===== src/rtl/conv_pkg.sv =====
// conv_pkg: definitions shared by the convolution pipeline blocks.
//   PIXEL_DATAW  - pixel bit width
//   IMAGE_WIDTH  - active (unpadded) image width in pixels
//   FILTER_SIZE  - convolution kernel edge length
//   pixel_t      - one grayscale pixel
//   pad_state_t  - pad_inserter FSM states
//   pad_row_len  - padded row length for a given active width
package conv_pkg;

   localparam int PIXEL_DATAW = 8;
   localparam int IMAGE_WIDTH = 512;
   localparam int FILTER_SIZE = 3;

   typedef logic [7:0] pixel_t;

   typedef enum logic [2:0] {
      TOP,
      LEFT,
      DATA,
      RIGHT,
      BOT
   } pad_state_t;

   // A 3x3 kernel needs one border pixel on each side of a row.
   function automatic int pad_row_len(input int width);
      return width + FILTER_SIZE - 1;
   endfunction

endpackage


===== src/rtl/pad_inserter_if.sv =====
// pad_inserter_if: pixel stream bundle around pad_inserter.
//   Handshake: a pixel moves across a boundary on a rising clk edge where
//   its valid and the receiving side's ready are both high; a producer
//   holds data stable while valid is high and ready is low.
//   Upstream  : i_valid, i_x, i_eof (to DUT), o_ready (from DUT)
//   Downstream: o_valid, o_y (from DUT), i_ready (to DUT)
//   Status    : o_err (from DUT), sticky protocol-error flag
//   slave modport  - pad_inserter side
//   master modport - environment side (source + sink)
interface pad_inserter_if #(
   parameter int PIXEL_DATAW = conv_pkg::PIXEL_DATAW
);

   logic                   i_valid;
   logic [PIXEL_DATAW-1:0] i_x;
   logic                   i_eof;
   logic                   o_ready;
   logic                   o_valid;
   logic [PIXEL_DATAW-1:0] o_y;
   logic                   i_ready;
   logic                   o_err;

   modport slave (
      input  i_valid, i_x, i_eof, i_ready,
      output o_ready, o_valid, o_y, o_err
   );

   modport master (
      output i_valid, i_x, i_eof, i_ready,
      input  o_ready, o_valid, o_y, o_err
   );

endinterface


===== src/rtl/stream_reg.sv =====
// stream_reg: single registered ready/valid slice.
//   i_valid/i_data : pixel offered by the producer this cycle
//   i_ready        : downstream ready
//   o_valid/o_data : registered output pixel
//   o_advance      : slice can take a new pixel this cycle (empty or
//                    being drained); the producer only moves on when high
module stream_reg #(
   parameter int DATAW = 8
) (
   input  logic             clk,
   input  logic             reset,
   input  logic             i_valid,
   input  logic [DATAW-1:0] i_data,
   input  logic             i_ready,
   output logic             o_valid,
   output logic [DATAW-1:0] o_data,
   output logic             o_advance
);

   logic             r_valid;
   logic [DATAW-1:0] r_data;

   assign o_advance = !r_valid || i_ready;
   assign o_valid   = r_valid;
   assign o_data    = r_data;

   always_ff @(posedge clk) begin
      if (reset) begin
         r_valid <= 1'b0;
         r_data  <= '0;
      end else if (o_advance) begin
         r_valid <= i_valid;
         // Data only changes on a real pixel; bubbles keep the last value.
         if (i_valid) begin
            r_data <= i_data;
         end
      end
   end

endmodule


===== src/rtl/pad_inserter.sv =====
// pad_inserter: wraps a raw WIDTH-wide frame in a one-pixel zero border
// (top row, left/right columns, bottom row) for the 3x3 convolution stage.
//   clk, reset  : clock, synchronous active-high reset
//   bus (slave) : upstream pixels in, padded pixels out, sticky o_err
//   o_state     : current FSM state (debug visibility)
//   o_frame_cnt : completed-frame counter, present only when
//                 PAD_INSERTER_FRAME_CNT_EN is defined
// Output is one register stage; an accepted pixel appears on o_y the next
// cycle. o_ready is combinational from i_ready through the slice advance.
module pad_inserter #(
   parameter int WIDTH       = conv_pkg::IMAGE_WIDTH,
   parameter int PIXEL_DATAW = conv_pkg::PIXEL_DATAW
) (
   input  logic                 clk,
   input  logic                 reset,
   pad_inserter_if.slave        bus,
   output conv_pkg::pad_state_t o_state
`ifdef PAD_INSERTER_FRAME_CNT_EN
   ,
   output logic [15:0]          o_frame_cnt
`endif
);

   import conv_pkg::*;

   // col counts pixels emitted in the current padded row: 0..WIDTH+1.
   // LEFT is col 0, image pixels are cols 1..WIDTH, RIGHT is col WIDTH+1.
   localparam logic [9:0] LAST_COL  = 10'(pad_row_len(WIDTH) - 1);
   localparam logic [9:0] DATA_LAST = 10'(WIDTH);

   pad_state_t             r_state;
   logic [9:0]             r_col;
   logic                   r_eof_pending;
   logic                   r_err;

   logic                   w_advance;
   logic                   w_prod_valid;
   logic [PIXEL_DATAW-1:0] w_prod_data;
   logic                   w_fire;
   logic                   w_row_end;
   logic                   w_frame_done;

   // Every state except DATA produces a zero each cycle; DATA forwards
   // upstream pixels only when one is offered.
   always_comb begin
      w_prod_valid = 1'b1;
      w_prod_data  = '0;
      if (r_state == DATA) begin
         w_prod_valid = bus.i_valid;
         w_prod_data  = bus.i_x;
      end
   end

   assign bus.o_ready  = w_advance && (r_state == DATA);
   assign w_fire       = w_advance && w_prod_valid;
   assign w_row_end    = (r_col == LAST_COL);
   assign w_frame_done = w_fire && (r_state == BOT) && w_row_end;

   assign bus.o_err = r_err;
   assign o_state   = r_state;

   stream_reg #(
      .DATAW (PIXEL_DATAW)
   ) u_out_reg (
      .clk       (clk),
      .reset     (reset),
      .i_valid   (w_prod_valid),
      .i_data    (w_prod_data),
      .i_ready   (bus.i_ready),
      .o_valid   (bus.o_valid),
      .o_data    (bus.o_y),
      .o_advance (w_advance)
   );

   always_ff @(posedge clk) begin
      if (reset) begin
         r_state       <= TOP;
         r_col         <= '0;
         r_eof_pending <= 1'b0;
         r_err         <= 1'b0;
      end else if (w_fire) begin
         unique case (r_state)
            TOP: begin
               if (w_row_end) begin
                  r_col   <= '0;
                  r_state <= LEFT;
               end else begin
                  r_col <= r_col + 10'd1;
               end
            end
            LEFT: begin
               r_col   <= r_col + 10'd1;
               r_state <= DATA;
            end
            DATA: begin
               r_col <= r_col + 10'd1;
               if (r_col == DATA_LAST) begin
                  // Only the last pixel of a row may close the frame.
                  r_state       <= RIGHT;
                  r_eof_pending <= bus.i_eof;
               end else if (bus.i_eof) begin
                  // Misplaced end-of-frame: flag it, keep row framing.
                  r_err <= 1'b1;
               end
            end
            RIGHT: begin
               r_col   <= '0;
               r_state <= r_eof_pending ? BOT : LEFT;
            end
            BOT: begin
               if (w_row_end) begin
                  r_col         <= '0;
                  r_state       <= TOP;
                  r_eof_pending <= 1'b0;
               end else begin
                  r_col <= r_col + 10'd1;
               end
            end
            default: begin
               r_col   <= '0;
               r_state <= TOP;
            end
         endcase
      end
   end

`ifdef PAD_INSERTER_FRAME_CNT_EN
   logic [15:0] r_frame_cnt;

   // Wraps naturally at 16 bits.
   always_ff @(posedge clk) begin
      if (reset) begin
         r_frame_cnt <= '0;
      end else if (w_frame_done) begin
         r_frame_cnt <= r_frame_cnt + 16'd1;
      end
   end

   assign o_frame_cnt = r_frame_cnt;
`else
   logic w_unused;
   assign w_unused = w_frame_done;
`endif

endmodule


===== src/flat_wrapper.sv =====
// flat-port wrapper written by rule: the top's interface ports become plain ports
module pad_inserter_flat import conv_pkg::*;
#(
   parameter int WIDTH       = conv_pkg::IMAGE_WIDTH,
   parameter int PIXEL_DATAW = conv_pkg::PIXEL_DATAW
)
  (clk, reset, o_state, bus_i_valid, bus_i_x, bus_i_eof, bus_i_ready, bus_o_ready, bus_o_valid, bus_o_y, bus_o_err);
  pad_inserter_if #(.PIXEL_DATAW(PIXEL_DATAW)) bus_i ();
  input  logic clk;
  input  logic reset;
  output conv_pkg::pad_state_t o_state;
  input wire logic [$bits(bus_i.i_valid)-1:0] bus_i_valid;
  input wire logic [$bits(bus_i.i_x)-1:0] bus_i_x;
  input wire logic [$bits(bus_i.i_eof)-1:0] bus_i_eof;
  input wire logic [$bits(bus_i.i_ready)-1:0] bus_i_ready;
  output wire logic [$bits(bus_i.o_ready)-1:0] bus_o_ready;
  output wire logic [$bits(bus_i.o_valid)-1:0] bus_o_valid;
  output wire logic [$bits(bus_i.o_y)-1:0] bus_o_y;
  output wire logic [$bits(bus_i.o_err)-1:0] bus_o_err;
  assign bus_i.i_valid = bus_i_valid;
  assign bus_i.i_x = bus_i_x;
  assign bus_i.i_eof = bus_i_eof;
  assign bus_i.i_ready = bus_i_ready;
  assign bus_o_ready = bus_i.o_ready;
  assign bus_o_valid = bus_i.o_valid;
  assign bus_o_y = bus_i.o_y;
  assign bus_o_err = bus_i.o_err;
  pad_inserter #(.WIDTH(WIDTH), .PIXEL_DATAW(PIXEL_DATAW)) u_core (.clk(clk), .reset(reset), .bus(bus_i), .o_state(o_state));
endmodule

===== config.mk =====
export PLATFORM = sky130hd
export DESIGN_NAME = pad_inserter_flat
export DESIGN_NICKNAME = d
export VERILOG_FILES = /design/src/rtl/conv_pkg.sv /design/src/rtl/pad_inserter_if.sv /design/src/rtl/stream_reg.sv /design/src/rtl/pad_inserter.sv /design/src/flat_wrapper.sv
export SDC_FILE = /design/constraint.sdc
export NUM_CORES = 1
export LEC_CHECK = 0
export ABC_AREA = 1
export BUFFER_PORTS_ARGS = -buffer_cell sky130_fd_sc_hd__buf_4
export CAP_MARGIN = 20
export CORE_ASPECT_RATIO = 0.6
export CORE_MARGIN = 2
export CORE_UTILIZATION = 45
export DETAILED_ROUTE_END_ITERATION = 10
export PLACE_DENSITY = 0.68
export SYNTH_ARGS = -nofsm -noshare
export SYNTH_HDL_FRONTEND = slang
export SYNTH_SLANG_ARGS = --single-unit

===== constraint.sdc =====
create_clock -name clk -period 1.7 [get_ports clk]
set_clock_uncertainty 0.2 [all_clocks]
set_input_delay 0.425 -clock clk [delete_from_list [all_inputs] [get_ports clk]]
set_output_delay 0.425 -clock clk [all_outputs]
set_load 0.01 [all_outputs]

==> impl_metrics.json <==
{
  "run_status": "complete, but fails checks",
  "violations": "negative setup slack",
  "grt_overflow": 0,
  "relSlewSlack_pct": 81.3,
  "period_share_pct": 101,
  "hp-start": "reset",
  "grt_use_met3_pct": 5.69,
  "avgSynthCellArea_um2": 7.42,
  "r2r_cells": 9,
  "drive_gt1_share_pct": 33.5,
  "cts_root_buffer": "clkbuf_8",
  "worst_r2r_endpoint": "u_core.o_state[0]$_SDFFE_PP0P_",
  "setup_viol": 1,
  "p_per_area_nw_per_um2": 1170,
  "synth_fp_nets": 183,
  "num_rows": 14,
  "wl_per_cell_um": 12.9,
  "io_buffers": 26,
  "gp_congestion": 0.857,
  "detail-route-antenna-nets": 0,
  "whs_path_depth": 2,
  "holdBufCountCts": 0,
  "clockBufferDepth": 2,
  "synthCells": 167,
  "yosysTopAreaCellShare_pct": 38.8,
  "dp_hpwl_mm": 2.25,
  "fillers": 214,
  "clock_sinks": 24,
  "start_util_pct": 48.4,
  "clkLatencyLatePin_ps": 270,
  "slew_viol_final": 0,
  "max_freq_mhz": 581,
  "cp_max_fo": 2,
  "fin_ws_ps": -20.2,
  "die_x_um": 71.7,
  "hold_viol": 0,
  "first_pass_iters": 5,
  "drt-initial-drc-count": 55,
  "critPathKind": "reg2out",
  "clk_pin_slew_ps": 90,
  "num_vias": 1227,
  "yosysTopAreaCell": "dfxtp_1",
  "grt_usage_pct": 20.4,
  "die_h_um": 44.6,
  "stdcell_area_um2": 1660,
  "grt_busiest_layer": "met2",
  "coreArea_um2": 2560,
  "whs_ps": 207,
  "worst_ep_required_time_ps": 1070,
  "endpoint_kind": "output port",
  "synth_area_leaders": "dfxtp_1 39%, nand2_1 8.2%, nor2_1 8.2%",
  "cts_tree": "built",
  "ys_types": 25,
  "syn_area_um2": 1240,
  "rsz0062_at_grt": "true",
  "grt_max_degree": 16,
  "dieArea_um2": 3200,
  "fin_crit_ps": 1720,
  "regToRegStartpoint": "u_core.r_col[0]$_SDFFE_PP0N_",
  "crit_arrival_ps": 1100,
  "cellLeakagePower_nw": 0.695,
  "ios": 27,
  "first_global_vias": 1135,
  "worst_pin_slew_ps": 279,
  "antenna_found_initial": 0,
  "post_dp_cell_area_um2": 1510,
  "routed_wl_mm": 3.08,
  "gr-usage-met1_pct": 27.5,
  "min_to": "u_core.u_out_reg.o_data[3]$_SDFFE_PP0N_",
  "ir_drop_v": 0.000901,
  "syn2layout_area_growth_pct": 33.7,
  "fin_nets": 223,
  "yosysSeqAreaShare_pct": 38.8,
  "antenna_cells": 0,
  "htree_levels": 1,
  "synth_warnings": 0,
  "ys_ff_latch": 24,
  "min_path_type": "in2reg",
  "reg2reg_setup_slack_ps": 50,
  "grt_pass1_wl_mm": 5.04,
  "start_kind": "flop",
  "cts_buffers": 3,
  "via_per_inst": 5.16,
  "use_met2_pct": 33.1,
  "drv_cap": 0,
  "route.detailed.drc": 0
}
[placed cells by master, fill, tap and decap left out, drive strengths merged]
cell type   n
xnor2       3
nor3        5
nor2       30
o21ai       6
dfxtp      24
xor2        1
nand2      30
or2         1
buf        39
ha          3
o22ai       1
clkbuf      4
nand3      19
a21oi      17
inv        19
o21bai      1
nand4       3
[worst max-delay path by stage]
stage,depth (start not counted),slack [ps],from,end
floorplan,4,30,u_core.o_state[1]$_SDFFE_PP0P_,bus_o_ready
global placement,8,80,bus_i_ready,u_core.r_col[6]$_SDFFE_PP0N_
detailed placement,5,20,u_core.o_state[1]$_SDFFE_PP0P_,bus_o_ready
CTS,6,-70,u_core.o_state[2]$_SDFFE_PP0P_,bus_o_ready
global route,6,-60,u_core.o_state[2]$_SDFFE_PP0P_,bus_o_ready
finish,6,-20,u_core.o_state[2]$_SDFFE_PP0P_,bus_o_ready
[area by class of cell]
cell class / instances / area, µm² / area share (%)
multi-input cells: 120 / 697 / 42.1
repair buffers: 39 / 300 / 18.1
well taps: 32 / 40.0 / 2.42
inverters: 19 / 73.8 / 4.46
flip-flops and latches: 24 / 490 / 29.6
clock buffers: 4 / 55.1 / 3.32
[worst max-delay path: stages (launching register included)]
cell and delay, ps:
dfxtp_2 330, inv_2 70, nand2_4 70, nor2_8 100, inv_4 50, nor2_4 100
buf_6 110
[kinds of logic (layout without fill, tap and decap cells)]
kind of cell | count (synthesis) | after routing | share of synthesized area (%)
simple gates | 88 | 88 | 36.7
buf+inv | 23 | 62 | 8.28
compound gates | 25 | 25 | 10.4
flops | 24 | 24 | 38.8
xor+xnor | 4 | 4 | 2.83
fa+ha+maj | 3 | 3 | 3.03
[cells in the mapped netlist]
| cell type | count |
|---|---|
| a21oi_1 | 17 |
| buf_2 | 1 |
| buf_6 | 2 |
| clkbuf_1 | 1 |
| dfxtp_1 | 24 |
| ha_1 | 3 |
| inv_1 | 18 |
| inv_2 | 1 |
| nand2_1 | 27 |
| nand2_4 | 1 |
| nand2_8 | 2 |
| nand3_1 | 19 |
| nand4_1 | 3 |
| nor2_1 | 27 |
| nor2_2 | 2 |
| nor2_8 | 1 |
| nor3_1 | 3 |
| nor3_4 | 2 |
| o21ai_0 | 5 |
| o21ai_1 | 1 |
| o21bai_1 | 1 |
| o22ai_1 | 1 |
| or2_2 | 1 |
| xnor2_1 | 3 |
| xor2_1 | 1 |
[metal layers]
layer,wire (µm),part of all wire [%]
met1,1490,49
met2,1380,45
met3,170,5.5
met4,26,0.85
met5,0,0
[report_power, final]
group / switching (mW) / internal (mW) / leakage, nW / total (mW)
Combinational: 0.446 / 0.340 / 0.469 / 0.787
Clock: 0.188 / 0.207 / 0.0288 / 0.395
Sequential: 0.0927 / 0.663 / 0.197 / 0.756
[state kept, by name, summed over array words and instances, names as in the netlist]
signal                    count
u_core.bus.o_err              1
u_core.r_col                 10
u_core.u_out_reg.o_data       8
u_core.r_eof_pending          1
u_core.o_state                3
u_core.u_out_reg.o_valid      1
[repair_timing]
item                       4_1_cts  5_1_grt
resized for setup                8       16
setup buffers                    3        1
pin swaps                        3        5
hold endpoints to repair         0        0
setup endpoints to repair        1       15
gates cloned                     0        0
[per-stage QoR]
stage	util [%]	instances	setup slack, ps	setup TNS, ps	power (mW)
2_1_floorplan	-	167	31.5	0	1.20
3_5_place_dp	59.1	230	20.7	0	1.43
5_1_grt	64.8	238	-57.0	-177	2.06
3_3_place_gp	59.1	230	75.9	0	1.42
6_report	64.8	238	-20.2	-20.2	1.94
4_1_cts	62.8	237	-67.4	-67.4	1.88
No activity file was read; power rests on OpenSTA's default activity.
